[src/rtl/pipes.sv]
// Shared decode types: opcodes, funct codes, op/ALU enums and the control_t
// word produced by instr_decode and carried through the decode queue.
package pipes;

   localparam logic [6:0] opcode_I     = 7'b0010011;
   localparam logic [6:0] opcode_R     = 7'b0110011;
   localparam logic [6:0] opcode_I_IW  = 7'b0011011;
   localparam logic [6:0] opcode_R_W   = 7'b0111011;
   localparam logic [6:0] opcode_LUI   = 7'b0110111;
   localparam logic [6:0] opcode_AUIPC = 7'b0010111;

   localparam logic [2:0] F3_ADD  = 3'b000;
   localparam logic [2:0] F3_SLL  = 3'b001;
   localparam logic [2:0] F3_SLT  = 3'b010;
   localparam logic [2:0] F3_SLTU = 3'b011;
   localparam logic [2:0] F3_XOR  = 3'b100;
   localparam logic [2:0] F3_SRL  = 3'b101;
   localparam logic [2:0] F3_OR   = 3'b110;
   localparam logic [2:0] F3_AND  = 3'b111;

   localparam logic [6:0] F7_BASE = 7'b0000000;
   localparam logic [6:0] F7_ALT  = 7'b0100000;

   // UNKNOWN / ALU_UNKNOWN sit at zero so a cleared entry decodes as illegal.
   typedef enum logic [4:0] {
      UNKNOWN, ADD, SUB, XOR, OR, AND, ADDI, XORI, ORI, ANDI,
      ADDW, SUBW, ADDIW, SLL, SRL, SRA, SLT, SLTU, SLLI, SRLI,
      SRAI, SLTI, SLTIU, LUI, AUIPC, SLLW, SRLW, SRAW, SLLIW, SRLIW, SRAIW
   } op_t;

   typedef enum logic [4:0] {
      ALU_UNKNOWN, ALU_ADD, ALU_SUB, ALU_XOR, ALU_OR, ALU_AND,
      ALU_SLL, ALU_SRL, ALU_SRA, ALU_SLT, ALU_SLTU,
      ALU_ADDW, ALU_SUBW, ALU_SLLW, ALU_SRLW, ALU_SRAW, ALU_LUI, ALU_AUIPC
   } alufunc_t;

   typedef enum logic {FromReg, FromImm} alusrc_t;

   typedef enum logic [1:0] {NoGen, GenI, GenU} imm_gen_t;

   typedef struct packed {
      op_t         op;
      alufunc_t    alufunc;
      alusrc_t     alusrc;
      logic        regwrite;
      imm_gen_t    immGenType;
      logic [4:0]  rd;
      logic [4:0]  rs1;
      logic [4:0]  rs2;
      logic [31:0] imm;
   } control_t;

endpackage

[src/rtl/instr_decode.sv]
// Combinational RV64I ALU-subset decoder: 32-bit instruction in, control_t and
// illegal flag out. No state, zero latency, no flow control.
module instr_decode
   import pipes::*;
(
   input  logic [31:0] instr_i,
   output control_t    ctl_o,
   output logic        illegal_o
);

   logic [6:0] opcode;
   logic [2:0] f3;
   logic [6:0] f7;
   logic       alt;
   logic       f7_ok;
   logic       legal;

   assign opcode = instr_i[6:0];
   assign f3     = instr_i[14:12];
   assign f7     = instr_i[31:25];
   assign alt    = instr_i[30];
   // The alternate funct7 is only meaningful in the ADD/SUB and SRL/SRA slots.
   assign f7_ok  = (f7 == F7_BASE) || ((f7 == F7_ALT) && ((f3 == F3_ADD) || (f3 == F3_SRL)));

   always_comb begin
      ctl_o            = '0;
      legal            = 1'b1;
      ctl_o.regwrite   = 1'b1;
      ctl_o.alusrc     = FromReg;
      ctl_o.immGenType = NoGen;
      ctl_o.rd         = instr_i[11:7];
      ctl_o.rs1        = instr_i[19:15];
      ctl_o.rs2        = instr_i[24:20];
      ctl_o.imm        = '0;
      case (opcode)
         opcode_I: begin
            ctl_o.alusrc     = FromImm;
            ctl_o.immGenType = GenI;
            ctl_o.imm        = {{20{instr_i[31]}}, instr_i[31:20]};
            case (f3)
               F3_ADD:  begin ctl_o.op = ADDI;  ctl_o.alufunc = ALU_ADD;  end
               F3_XOR:  begin ctl_o.op = XORI;  ctl_o.alufunc = ALU_XOR;  end
               F3_OR:   begin ctl_o.op = ORI;   ctl_o.alufunc = ALU_OR;   end
               F3_AND:  begin ctl_o.op = ANDI;  ctl_o.alufunc = ALU_AND;  end
               F3_SLT:  begin ctl_o.op = SLTI;  ctl_o.alufunc = ALU_SLT;  end
               F3_SLTU: begin ctl_o.op = SLTIU; ctl_o.alufunc = ALU_SLTU; end
               F3_SLL: begin
                  ctl_o.op      = SLLI;
                  ctl_o.alufunc = ALU_SLL;
                  legal         = (instr_i[31:26] == 6'b0);
               end
               default: begin
                  ctl_o.op      = alt ? SRAI : SRLI;
                  ctl_o.alufunc = alt ? ALU_SRA : ALU_SRL;
                  legal         = ({instr_i[31], instr_i[29:26]} == 5'b0);
               end
            endcase
         end
         opcode_R: begin
            legal = f7_ok;
            case (f3)
               F3_ADD:  begin ctl_o.op = alt ? SUB : ADD; ctl_o.alufunc = alt ? ALU_SUB : ALU_ADD; end
               F3_XOR:  begin ctl_o.op = XOR;  ctl_o.alufunc = ALU_XOR;  end
               F3_OR:   begin ctl_o.op = OR;   ctl_o.alufunc = ALU_OR;   end
               F3_AND:  begin ctl_o.op = AND;  ctl_o.alufunc = ALU_AND;  end
               F3_SLL:  begin ctl_o.op = SLL;  ctl_o.alufunc = ALU_SLL;  end
               F3_SLT:  begin ctl_o.op = SLT;  ctl_o.alufunc = ALU_SLT;  end
               F3_SLTU: begin ctl_o.op = SLTU; ctl_o.alufunc = ALU_SLTU; end
               default: begin ctl_o.op = alt ? SRA : SRL; ctl_o.alufunc = alt ? ALU_SRA : ALU_SRL; end
            endcase
         end
         opcode_I_IW: begin
            ctl_o.alusrc     = FromImm;
            ctl_o.immGenType = GenI;
            ctl_o.imm        = {{20{instr_i[31]}}, instr_i[31:20]};
            case (f3)
               F3_ADD: begin ctl_o.op = ADDIW; ctl_o.alufunc = ALU_ADDW; end
               F3_SLL: begin
                  ctl_o.op      = SLLIW;
                  ctl_o.alufunc = ALU_SLLW;
                  legal         = (f7 == F7_BASE);
               end
               F3_SRL: begin
                  ctl_o.op      = alt ? SRAIW : SRLIW;
                  ctl_o.alufunc = alt ? ALU_SRAW : ALU_SRLW;
                  legal         = f7_ok;
               end
               default: legal = 1'b0;
            endcase
         end
         opcode_R_W: begin
            legal = f7_ok;
            case (f3)
               F3_ADD:  begin ctl_o.op = alt ? SUBW : ADDW; ctl_o.alufunc = alt ? ALU_SUBW : ALU_ADDW; end
               F3_SLL:  begin ctl_o.op = SLLW; ctl_o.alufunc = ALU_SLLW; end
               F3_SRL:  begin ctl_o.op = alt ? SRAW : SRLW; ctl_o.alufunc = alt ? ALU_SRAW : ALU_SRLW; end
               default: legal = 1'b0;
            endcase
         end
         opcode_LUI, opcode_AUIPC: begin
            ctl_o.op         = (opcode == opcode_LUI) ? LUI : AUIPC;
            ctl_o.alufunc    = (opcode == opcode_LUI) ? ALU_LUI : ALU_AUIPC;
            ctl_o.alusrc     = FromImm;
            ctl_o.immGenType = GenU;
            ctl_o.imm        = {instr_i[31:12], 12'b0};
         end
         default: legal = 1'b0;
      endcase
      // Illegal words still flow to execute, but with an all-zero control word.
      if (!legal) begin
         ctl_o = '0;
      end
      illegal_o = !legal;
   end

endmodule

[src/rtl/decode_queue.sv]
// Decode-on-enqueue FIFO between fetch and execute; 1-cycle push-to-valid, no bypass.
// in_ready depends only on registered count and flush; flush wins over push/pop.
module decode_queue
   import pipes::*;
#(
   parameter int DEPTH = 4,
   parameter int XLEN  = 64
) (
   input  logic                       clk,
   input  logic                       reset,
   input  logic                       flush,
   input  logic                       in_valid,
   output logic                       in_ready,
   input  logic [XLEN-1:0]            in_pc,
   input  logic [31:0]                in_instr,
   output logic                       out_valid,
   input  logic                       out_ready,
   output logic [XLEN-1:0]            out_pc,
   output logic [31:0]                out_instr,
   output control_t                   out_ctl,
   output logic                       out_illegal,
   output logic [$clog2(DEPTH+1)-1:0] count
);

   localparam int PW = $clog2(DEPTH);
   localparam int CW = $clog2(DEPTH+1);

   logic [XLEN-1:0] pc_q    [DEPTH];
   logic [31:0]     instr_q [DEPTH];
   control_t        ctl_q   [DEPTH];
   logic [DEPTH-1:0] ill_q;

   logic [PW-1:0] wr_ptr_q, wr_ptr_d;
   logic [PW-1:0] rd_ptr_q, rd_ptr_d;
   logic [CW-1:0] count_q, count_d;

   control_t dec_ctl;
   logic     dec_illegal;
   logic     push, pop;

   instr_decode u_dec (
      .instr_i   (in_instr),
      .ctl_o     (dec_ctl),
      .illegal_o (dec_illegal)
   );

   assign in_ready  = !flush && (count_q != CW'(DEPTH));
   assign out_valid = (count_q != '0);
   assign push      = in_valid && in_ready;
   assign pop       = out_valid && out_ready && !flush;

   always_comb begin
      wr_ptr_d = wr_ptr_q;
      rd_ptr_d = rd_ptr_q;
      count_d  = count_q;
      if (flush) begin
         wr_ptr_d = '0;
         rd_ptr_d = '0;
         count_d  = '0;
      end else begin
         if (push) wr_ptr_d = wr_ptr_q + PW'(1);
         if (pop)  rd_ptr_d = rd_ptr_q + PW'(1);
         case ({push, pop})
            2'b10:   count_d = count_q + CW'(1);
            2'b01:   count_d = count_q - CW'(1);
            default: count_d = count_q;
         endcase
      end
   end

   always_ff @(posedge clk) begin
      if (reset) begin
         wr_ptr_q <= '0;
         rd_ptr_q <= '0;
         count_q  <= '0;
         ill_q    <= '0;
         for (int i = 0; i < DEPTH; i++) begin
            pc_q[i]    <= '0;
            instr_q[i] <= '0;
            ctl_q[i]   <= '0;
         end
      end else begin
         wr_ptr_q <= wr_ptr_d;
         rd_ptr_q <= rd_ptr_d;
         count_q  <= count_d;
         if (push) begin
            pc_q[wr_ptr_q]    <= in_pc;
            instr_q[wr_ptr_q] <= in_instr;
            ctl_q[wr_ptr_q]   <= dec_ctl;
            ill_q[wr_ptr_q]   <= dec_illegal;
         end
      end
   end

   assign out_pc      = pc_q[rd_ptr_q];
   assign out_instr   = instr_q[rd_ptr_q];
   assign out_ctl     = ctl_q[rd_ptr_q];
   assign out_illegal = ill_q[rd_ptr_q];
   assign count       = count_q;

endmodule

[config.mk]
export PLATFORM = sky130hd
export DESIGN_NAME = decode_queue
export DESIGN_NICKNAME = d
export VERILOG_FILES = /design/src/rtl/pipes.sv /design/src/rtl/instr_decode.sv /design/src/rtl/decode_queue.sv
export SDC_FILE = /design/constraint.sdc
export NUM_CORES = 1
export LEC_CHECK = 0
export CORE_ASPECT_RATIO = 1.25
export CORE_UTILIZATION = 40
export DETAILED_ROUTE_END_ITERATION = 8
export SLEW_MARGIN = 20
export SYNTH_ARGS = -nofsm -noshare
export SYNTH_HDL_FRONTEND = slang
export SYNTH_SLANG_ARGS = --single-unit
[constraint.sdc]
create_clock -name clk -period 9.2 [get_ports clk]
set_clock_uncertainty 0.2 [all_clocks]
set_input_delay 2.3 -clock clk [delete_from_list [all_inputs] [get_ports clk]]
set_output_delay 2.3 -clock clk [all_outputs]
set_load 0.05 [all_outputs]
==> impl_metrics.toml, run 1 <==
[setup_path]
critical_path_class = "in2out"
cp.arrival_ps = 3710
cp-start-kind = "input pin"
r2r-start = "count[0]"
path_max_fanout = 5
reg2regPathDepth = 5
end_kind = "output pin"
timing.rr.end = "pc_q[0][28]"
crit_required_ps = 6700
reg2reg_slack_ps = 5570

[sta]
max_slew_margin_pct = 28.92
rsz0062_at_grt = "false"
timing.final.crit_period_ps = 6214
finalHoldViolCount = 0
setup_viol = 0
clock.fmax_mhz = 160.9
min_period_over_period_pct = 67.55
setup-tns-final_ps = 0
drv_slew = 0
worst_pin_slew_ps = 1066

[synth]
yosys.area.top_type = "edfxtp_1"
synthAdderAreaFrac_pct = 0.2938
syn_area_sq_um = 28100
synth_simple_gate_area_share_pct = 14.36
avgSynthCellArea_sq_um = 15.64
muxShareOfSynthArea_pct = 12.74
synth_common_cells = "edfxtp_1 (628), and2_1 (344), nor2_1 (205)"
netlist_instances = 1797
async_reset_ff_share_pct = 0
synth-seq-area-share_pct = 68.03
synth_compound_area_share_pct = 2.075
synth_seq_cells = 641
synth_xor_area_share_pct = 0.1558
ys_warn_count = 0
synth-edff-count = 628
yosys.cell_types.count = 58
synthTopCellsByArea = "edfxtp_1 (67%), mux4_2 (13%), and2_1 (7.7%)"
yosys_most_used_dff = "edfxtp_1"
netlist.area_leader.share_pct = 67.10
synth_top_family_by_area = "simple AND/OR/NAND/NOR gates"
synth_most_common_cell = "edfxtp_1"
syn_nets = 1904

[die]
die_w_um = 239.1
num_rows = 108
initial_utilization_pct = 40.46
placeableCoreArea_sq_um = 69460
die_h_um = 298.4
dieArea_sq_um = 71330
top_level_ports = 264

[clocking]
cts.root.buffer_cell = "clkbuf_16"
cts_made_buffers = 68
postCtsSetupBuffers = 0
cts_resized = 0
clk_pin_slew_ps = 50
htree_levels = 3
cts_tree = "done"
cts-hold-fix-buffers = 0
clock_path_buffers = 3
clk_latency_ps = 600
numClockSinks = 641

[power_and_ir_drop]
power_density_nw_per_um2 = 192.1
vdd_drop_max_mv = 0.1131
seq_power_share_pct = 51.5
swShare_pct = 23.01
power_leakage_nw = 11.80
p_comb_share_pct = 8.2
p_switching_w = 0.001494
total_power_w = 0.006494
internal_power_w = 0.004999
clock_power_share_pct = 40.3

[detailed_routing]
wl_per_cell_um = 23.77
drc = 0
dr.pass1.iters = 5
drtAntennaViolNets = 0
wl_mm = 71.32
vias = 16130
viasPerCell = 5.374
first_iter_violations = 1114

[placed_design]
dp_hpwl_mm = 39.44
place_congestion = 0.7714
place.port_buffers = 263

[global_route]
grt_overflow = 0
grt_pass1_wl_mm = 106.9
antenna_found_initial = 4
grt_usage_pct = 20.25
grt_max_degree = 131
grt_pass1_vias = 17060

[min_path]
hold_start = "ill_q[3]"
hold_path_end = "ill_q[3]"
hold_class = "reg2reg"
holdPathStages = 2

[job]
drv_cap = 0

[final_layout]
syn_to_final_growth_pct = 20.30
fillCellCount = 6047
drive_gt1_share_pct = 15.06
nets = 2127

[outcome]
outcome = "complete, no violations"
-- power groups by stage --
stage | logic (W) | registers (W) | clock network, W
after floorplan | 0.000312 | 0.00341 | 0
after global placement | 0.000541 | 0.00340 | 0
after detailed placement | 0.000540 | 0.00341 | 0
after CTS | 0.000542 | 0.00335 | 0.00268
after global routing | 0.000561 | 0.00335 | 0.00278
final | 0.000532 | 0.00334 | 0.00262
-- final cells by class --
type | instances | area [sq um] | share of cell area (%)
repair buffers | 288 | 2895 | 8.564
inverters | 24 | 90.09 | 0.2665
well taps | 935 | 1170 | 3.460
clock buffers | 83 | 1832 | 5.418
flip-flops and latches | 641 | 19130 | 56.57
multi-input cells | 997 | 8433 | 24.94
clock inverters | 32 | 260.3 | 0.7698
diodes | 1 | 2.502 | 0.007402
-- metrics by stage --
stage | instance area (sq um) | worst slack, ps | cells | hold slack (ps) | util (%)
floorplan | 28100 | 1748 | 1797 | 254.2 | -
global placement | 31710 | 2787 | 2885 | 268.2 | 45.65
detailed placement | 31710 | 2841 | 2885 | 280.5 | 45.66
CTS | 33810 | 2963 | 3000 | 289.0 | 48.67
global route | 33810 | 2920 | 3000 | 321.1 | 48.67
finish | 33810 | 2986 | 3001 | 285.7 | 48.68
-- worst max path at each step --
stage	start	endpoint	slack (ps)	cells after the start
3_3_place_gp	reset	pc_q[0][21]	2790	6
4_1_cts	flop	out_ctl[14]	2960	3
2_1_floorplan	reset	ctl_q[1][0]	1750	5
5_1_grt	flop	out_instr[7]	2920	3
6_report	flush	in_ready	2990	3
3_5_place_dp	reset	ctl_q[0][20]	2840	6
-- placed cells by master (no fill, tap or decap), types with 4 or more instances in the layout --
cell type / count
edfxtp_1: 628
and3_1: 43
nand2_1: 54
ha_1: 5
clkinv_1: 11
nor3_2: 5
buf_12: 6
nor4_1: 7
nor3_1: 38
clkbuf_16: 71
clkdlybuf4s50_1: 263
or3_1: 4
and3b_1: 4
a21o_1: 17
nor2_1: 203
nand2b_1: 7
inv_1: 21
mux4_2: 159
clkinv_2: 12
and2_1: 344
o31ai_1: 9
nand3b_1: 5
buf_4: 19
nor2b_1: 7
dfxtp_1: 11
nand3_1: 5
a21oi_1: 14
o21ai_0: 12
clkbuf_1: 11
-- routing by layer --
layer | vias up | track usage [%] | part of all wire (%) | wire length [um]
met1 | 8351 | 24.45 | 38 | 27370
li1 | 7142 | - | - | -
met3 | 112 | 4.628 | 7.2 | 5149
met2 | 518 | 35.74 | 52 | 37080
met4 | 4 | 6.303 | 2.4 | 1692
met5 | - | 0 | 0.038 | 27
-- sequential cells by signal, indices dropped and copies added (netlist names), named ones only --
register / cells
ill_q: 4
wr_ptr_q: 2
rd_ptr_q: 2
instr_q: 128
count: 3
ctl_q: 244
pc_q: 256
-- logic make-up after synthesis --
logic type,count (synthesis)
AOI/OAI and AO/OA,80
muxes,159
adders and majority gates,6
DFF,641
xor gates and xnor gates,5
buffers and inverters,159
and+or+nand+nor,747
-- worst max-delay path, stage by stage --
cell	delay, ps
clkdlybuf4s50_1	460
nor2b_1	130
clkdlybuf4s50_1	810
Note: power is estimated with default switching activity, not from simulation.
==> run 2, diff against run 1 <==
==> constraint.sdc (replaced) <==
create_clock -name clk -period 5.8 [get_ports clk]
set_clock_uncertainty 0.2 [all_clocks]
set_input_delay 1.45 -clock clk [delete_from_list [all_inputs] [get_ports clk]]
set_output_delay 1.45 -clock clk [all_outputs]
set_load 0.05 [all_outputs]
==> impl_metrics.toml, run 2 (synthesis results as in run 1) <==
[power_and_ir_drop]
total_power_w = 0.01020
vdd_drop_max_mv = 0.2460
power_leakage_nw = 11.91
power_density_nw_per_um2 = 299.6

[die]
dieArea_sq_um = 71330
num_rows = 108
die_w_um = 239.1
placeableCoreArea_sq_um = 69460
initial_utilization_pct = 40.46
die_h_um = 298.4
top_level_ports = 264

[detailed_routing]
drc = 0
dr.pass1.iters = 5
vias = 16120
wl_per_cell_um = 23.81
drtAntennaViolNets = 0
viasPerCell = 5.336
first_iter_violations = 1121
wl_mm = 71.92

[placed_design]
dp_hpwl_mm = 41.08
place_congestion = 0.8270
place.port_buffers = 263
pre_cts_ws_ps = 918.0

[sta]
timing.final.crit_period_ps = 4784
drv_slew = 0
worst_pin_slew_ps = 1092
setup_viol = 0
setup-tns-final_ps = 0
rsz0062_at_grt = "false"
fin_hold_ws_ps = 290.7
finalHoldViolCount = 0
max_slew_margin_pct = 26.93
setup_ws_ps = 1016
min_period_over_period_pct = 82.49
clock.fmax_mhz = 209.0

[global_route]
grt_usage_pct = 20.39
grt_max_degree = 107
antenna_found_initial = 4
grt_overflow = 0
grt_pass1_wl_mm = 107.3
grt_pass1_vias = 17020

[setup_path]
reg2reg_slack_ps = 2540
critical_path_class = "reg2out"
crit_required_ps = 4150
cp-start-kind = "flop"
cp.arrival_ps = 3130
end_kind = "output pin"
path_max_fanout = 33

[min_path]
hold_class = "reg2reg"

[clocking]
cts_made_buffers = 67
htree_levels = 3
cts_tree = "done"
clk_latency_ps = 590
numClockSinks = 641
cts.root.buffer_cell = "clkbuf_16"
cts-hold-fix-buffers = 0
postCtsSetupBuffers = 0
cts_resized = 0
clk_pin_slew_ps = 60
clock_path_buffers = 3

[outcome]
outcome = "complete, no violations"

[final_layout]
largest_registers = "pc_q: 256 flops, ctl_q: 244 flops, instr_q: 128 flops"
syn_to_final_growth_pct = 21.11
nets = 2146
regArea_sq_um = 19130
multi_input_area_sq_um = 8428
drive_gt1_share_pct = 15.36
regMostFlops = "pc_q"
layout_commonest_cell = "edfxtp_1"
layout_common_cells = "edfxtp_1 (628), and2_1 (344), clkdlybuf4s50_1 (263)"
largest_reg_flops = 256
fillCellCount = 5966

[job]
drv_cap = 0
run 2: changes by cell type in the layout (fill, tap and decap cells not counted), sizes merged:
cell      change
clkinv        -2
inv           +2
bufinv        +1
clkinvlp      -2
buf          +20
diode         +1
run 2: through the flow:
step                      instance area [sq um]  util (%)  std cells
final                                     34040     49.00       3021
after global routing                      34030     49.00       3020
after CTS                                 34030     48.99       3019
after detailed placement                  32030     46.12       2905
after global placement                    32030     46.12       2905
after floorplan                           28110         -       1797
run 2: final cells by class:
type,count,share of cell area (%)
timing repair buffer,308,9.463
inverter,24,0.2647
multi-input combinational,997,24.76
tap,935,3.437
clock inverter,31,0.7610
antenna,2,0.01470
sequential,641,56.19
clock buffer,83,5.103
run 2: power by group:
group,switching (W),total (W),internal (W),leakage [nW]
logic,0.000557,0.000861,0.000303,4.26
registers,0.0000441,0.00530,0.00526,6.68
clock network,0.00173,0.00403,0.00230,0.973
total,0.00234,0.0102,0.00786,11.9
run 2: worst paths after layout:
kind / from / end / depth (start not counted)
max: flop / out_ctl[2] / 3
min: ill_q[1] / ill_q[1] / 2
max reg2reg: wr_ptr_q[1] / pc_q[2][41] / 5
min reg2reg: ill_q[1] / ill_q[1] / 2
run 2: layer usage:
metal | global-route usage (%) | part of all wire [%] | vias to the layer above
met1 | 24.94 | 39 | 8313
li1 | - | - | 7182
met4 | 6.395 | 2.3 | 6
met2 | 35.90 | 52 | 522
met3 | 4.277 | 6.9 | 97
met5 | 0 | 0.061 | -
run 2: critical path, cell delays in order, from the launching register on:
cell and delay (ps):
dfxtp_4 740, buf_12 340, mux4_2 630, clkdlybuf4s50_1 740
==> run 3, diff against run 2 <==
==> constraint.sdc (replaced) <==
create_clock -name clk -period 4.7 [get_ports clk]
set_clock_uncertainty 0.2 [all_clocks]
set_input_delay 1.175 -clock clk [delete_from_list [all_inputs] [get_ports clk]]
set_output_delay 1.175 -clock clk [all_outputs]
set_load 0.05 [all_outputs]
==> impl_metrics.toml, run 3 (synthesis results as in run 1) <==
[outcome]
outcome = "complete, no violations"

[clocking]
cts_tree = "done"
postCtsSetupBuffers = 0
htree_levels = 3
cts_resized = 0
cts-hold-fix-buffers = 0
numClockSinks = 641
cts.root.buffer_cell = "clkbuf_16"
clock_path_buffers = 3
clk_pin_slew_ps = 60
clk_latency_ps = 590
cts_made_buffers = 68

[die]
placeableCoreArea_sq_um = 69460
top_level_ports = 264
num_rows = 108
die_w_um = 239.1
initial_utilization_pct = 40.46
dieArea_sq_um = 71330
die_h_um = 298.4

[global_route]
grt_overflow = 0
grt_pass1_wl_mm = 109.5
antenna_found_initial = 3
grt_pass1_vias = 17430
grt_usage_pct = 20.83
grt_max_degree = 84

[setup_path]
cp.arrival_ps = 3010
critical_path_class = "reg2out"
end_kind = "output pin"
path_delay_family = "buffers and inverters"
path_max_fanout = 18
cp-start-kind = "flop"
cpPeakStageDelay_ps = 820
cp_slowest_cell = "clkdlybuf4s50_1"
crit_chain = "buf_4, mux4_2, clkdlybuf4s50_1"
crit_required_ps = 3320
reg2reg_slack_ps = 1760
r2r-start = "count[0]"
critPathBufInv = 2

[power_and_ir_drop]
power_density_nw_per_um2 = 376.0
total_power_w = 0.01294
vdd_drop_max_mv = 0.2994
power_leakage_nw = 12.11

[placed_design]
placed_area_sq_um = 32230
place.port_buffers = 263
place_congestion = 0.8464
pre_cts_ws_ps = 200.6
place_inst = 2925
dp_hpwl_mm = 43.07

[job]
drv_cap = 0

[detailed_routing]
vias = 16300
drtAntennaViolNets = 0
wl_per_cell_um = 23.99
wl_mm = 73.12
drc = 0
first_iter_violations = 1177
viasPerCell = 5.346
dr.pass1.iters = 5

[final_layout]
largest_reg_flops = 256
nets = 2167
largest_registers = "pc_q: 256 flops, ctl_q: 244 flops, instr_q: 128 flops"
syn_to_final_growth_pct = 22.46
layout_commonest_cell = "edfxtp_1"
layout_common_cells = "edfxtp_1 (628), and2_1 (344), clkdlybuf4s50_1 (262)"
fillCellCount = 6004
final_cells = 3048
postLayoutCellArea_sq_um = 34410
regMostFlops = "pc_q"
drive_gt1_share_pct = 16.45

[sta]
setup_ws_ps = 316.0
finalHoldViolCount = 0
rsz0062_at_grt = "false"
max_slew_margin_pct = 25.62
setup-tns-final_ps = 0
drv_slew = 0
worst_pin_slew_ps = 1116
min_period_over_period_pct = 93.28
clock.fmax_mhz = 228.1
setup_viol = 0
timing.final.crit_period_ps = 4384

[min_path]
hold_start = "ill_q[3]"
hold_class = "reg2reg"
-- run 3: cell count changes in the layout (fill, tap and decap cells not counted), moves of 2 or more --
| cell | previous run | this run |
|---|---|---|
| bufinv_16 | 4 | 7 |
| clkinv_1 | 15 | 17 |
| buf_4 | 25 | 42 |
| buf_12 | 20 | 24 |
| clkbuf_1 | 16 | 14 |
| clkbuf_16 | 67 | 71 |
| inv_6 | 4 | 1 |
-- run 3: per-stage QoR --
| step | utilization, % | hold WS, ps |
|---|---|---|
| floorplan | - | 254.2 |
| global placement | 46.41 | 272.2 |
| detailed placement | 46.41 | 275.9 |
| CTS | 49.54 | 287.8 |
| global route | 49.54 | 321.3 |
| finish | 49.55 | 289.6 |
-- run 3: final timing paths --
kind                                endpoint  cells after the start
worst min-delay path                ill_q[3]                      2
worst max-delay path              out_ctl[2]                      3
worst min register to register      ill_q[3]                      2
worst max register to register  ctl_q[1][44]                      5
-- run 3: tightest hold or removal path: stages (launching register included) --
cell and delay, ps:
dfxtp_1 310, nand3b_1 80, o31ai_1 60
-- run 3: area by class of cell --
cell class | count | area [sq um] | share of cell area [%]
diodes | 3 | 7.507 | 0.02181
clock buffers | 85 | 1829 | 5.315
clock inverters | 35 | 345.3 | 1.003
inverters | 24 | 90.09 | 0.2618
multi-input cells | 997 | 8428 | 24.49
flip-flops and latches | 641 | 19130 | 55.58
well taps | 935 | 1170 | 3.399
repair buffers | 328 | 3418 | 9.933
-- run 3: power breakdown --
group / total [W] / internal (W) / switching (W)
logic: 0.00108 / 0.000386 / 0.000694
clock network: 0.00532 / 0.00314 / 0.00218
registers: 0.00654 / 0.00649 / 0.0000547
total: 0.0129 / 0.0100 / 0.00293
-- run 3: layer usage --
metal | global-route usage (%) | up-vias | routed length [um]
li1 | - | 7231 | -
met1 | 26.14 | 8467 | 29030
met5 | 0 | - | 39
met2 | 36.31 | 495 | 37930
met3 | 3.916 | 96 | 4463
met4 | 6.471 | 6 | 1655
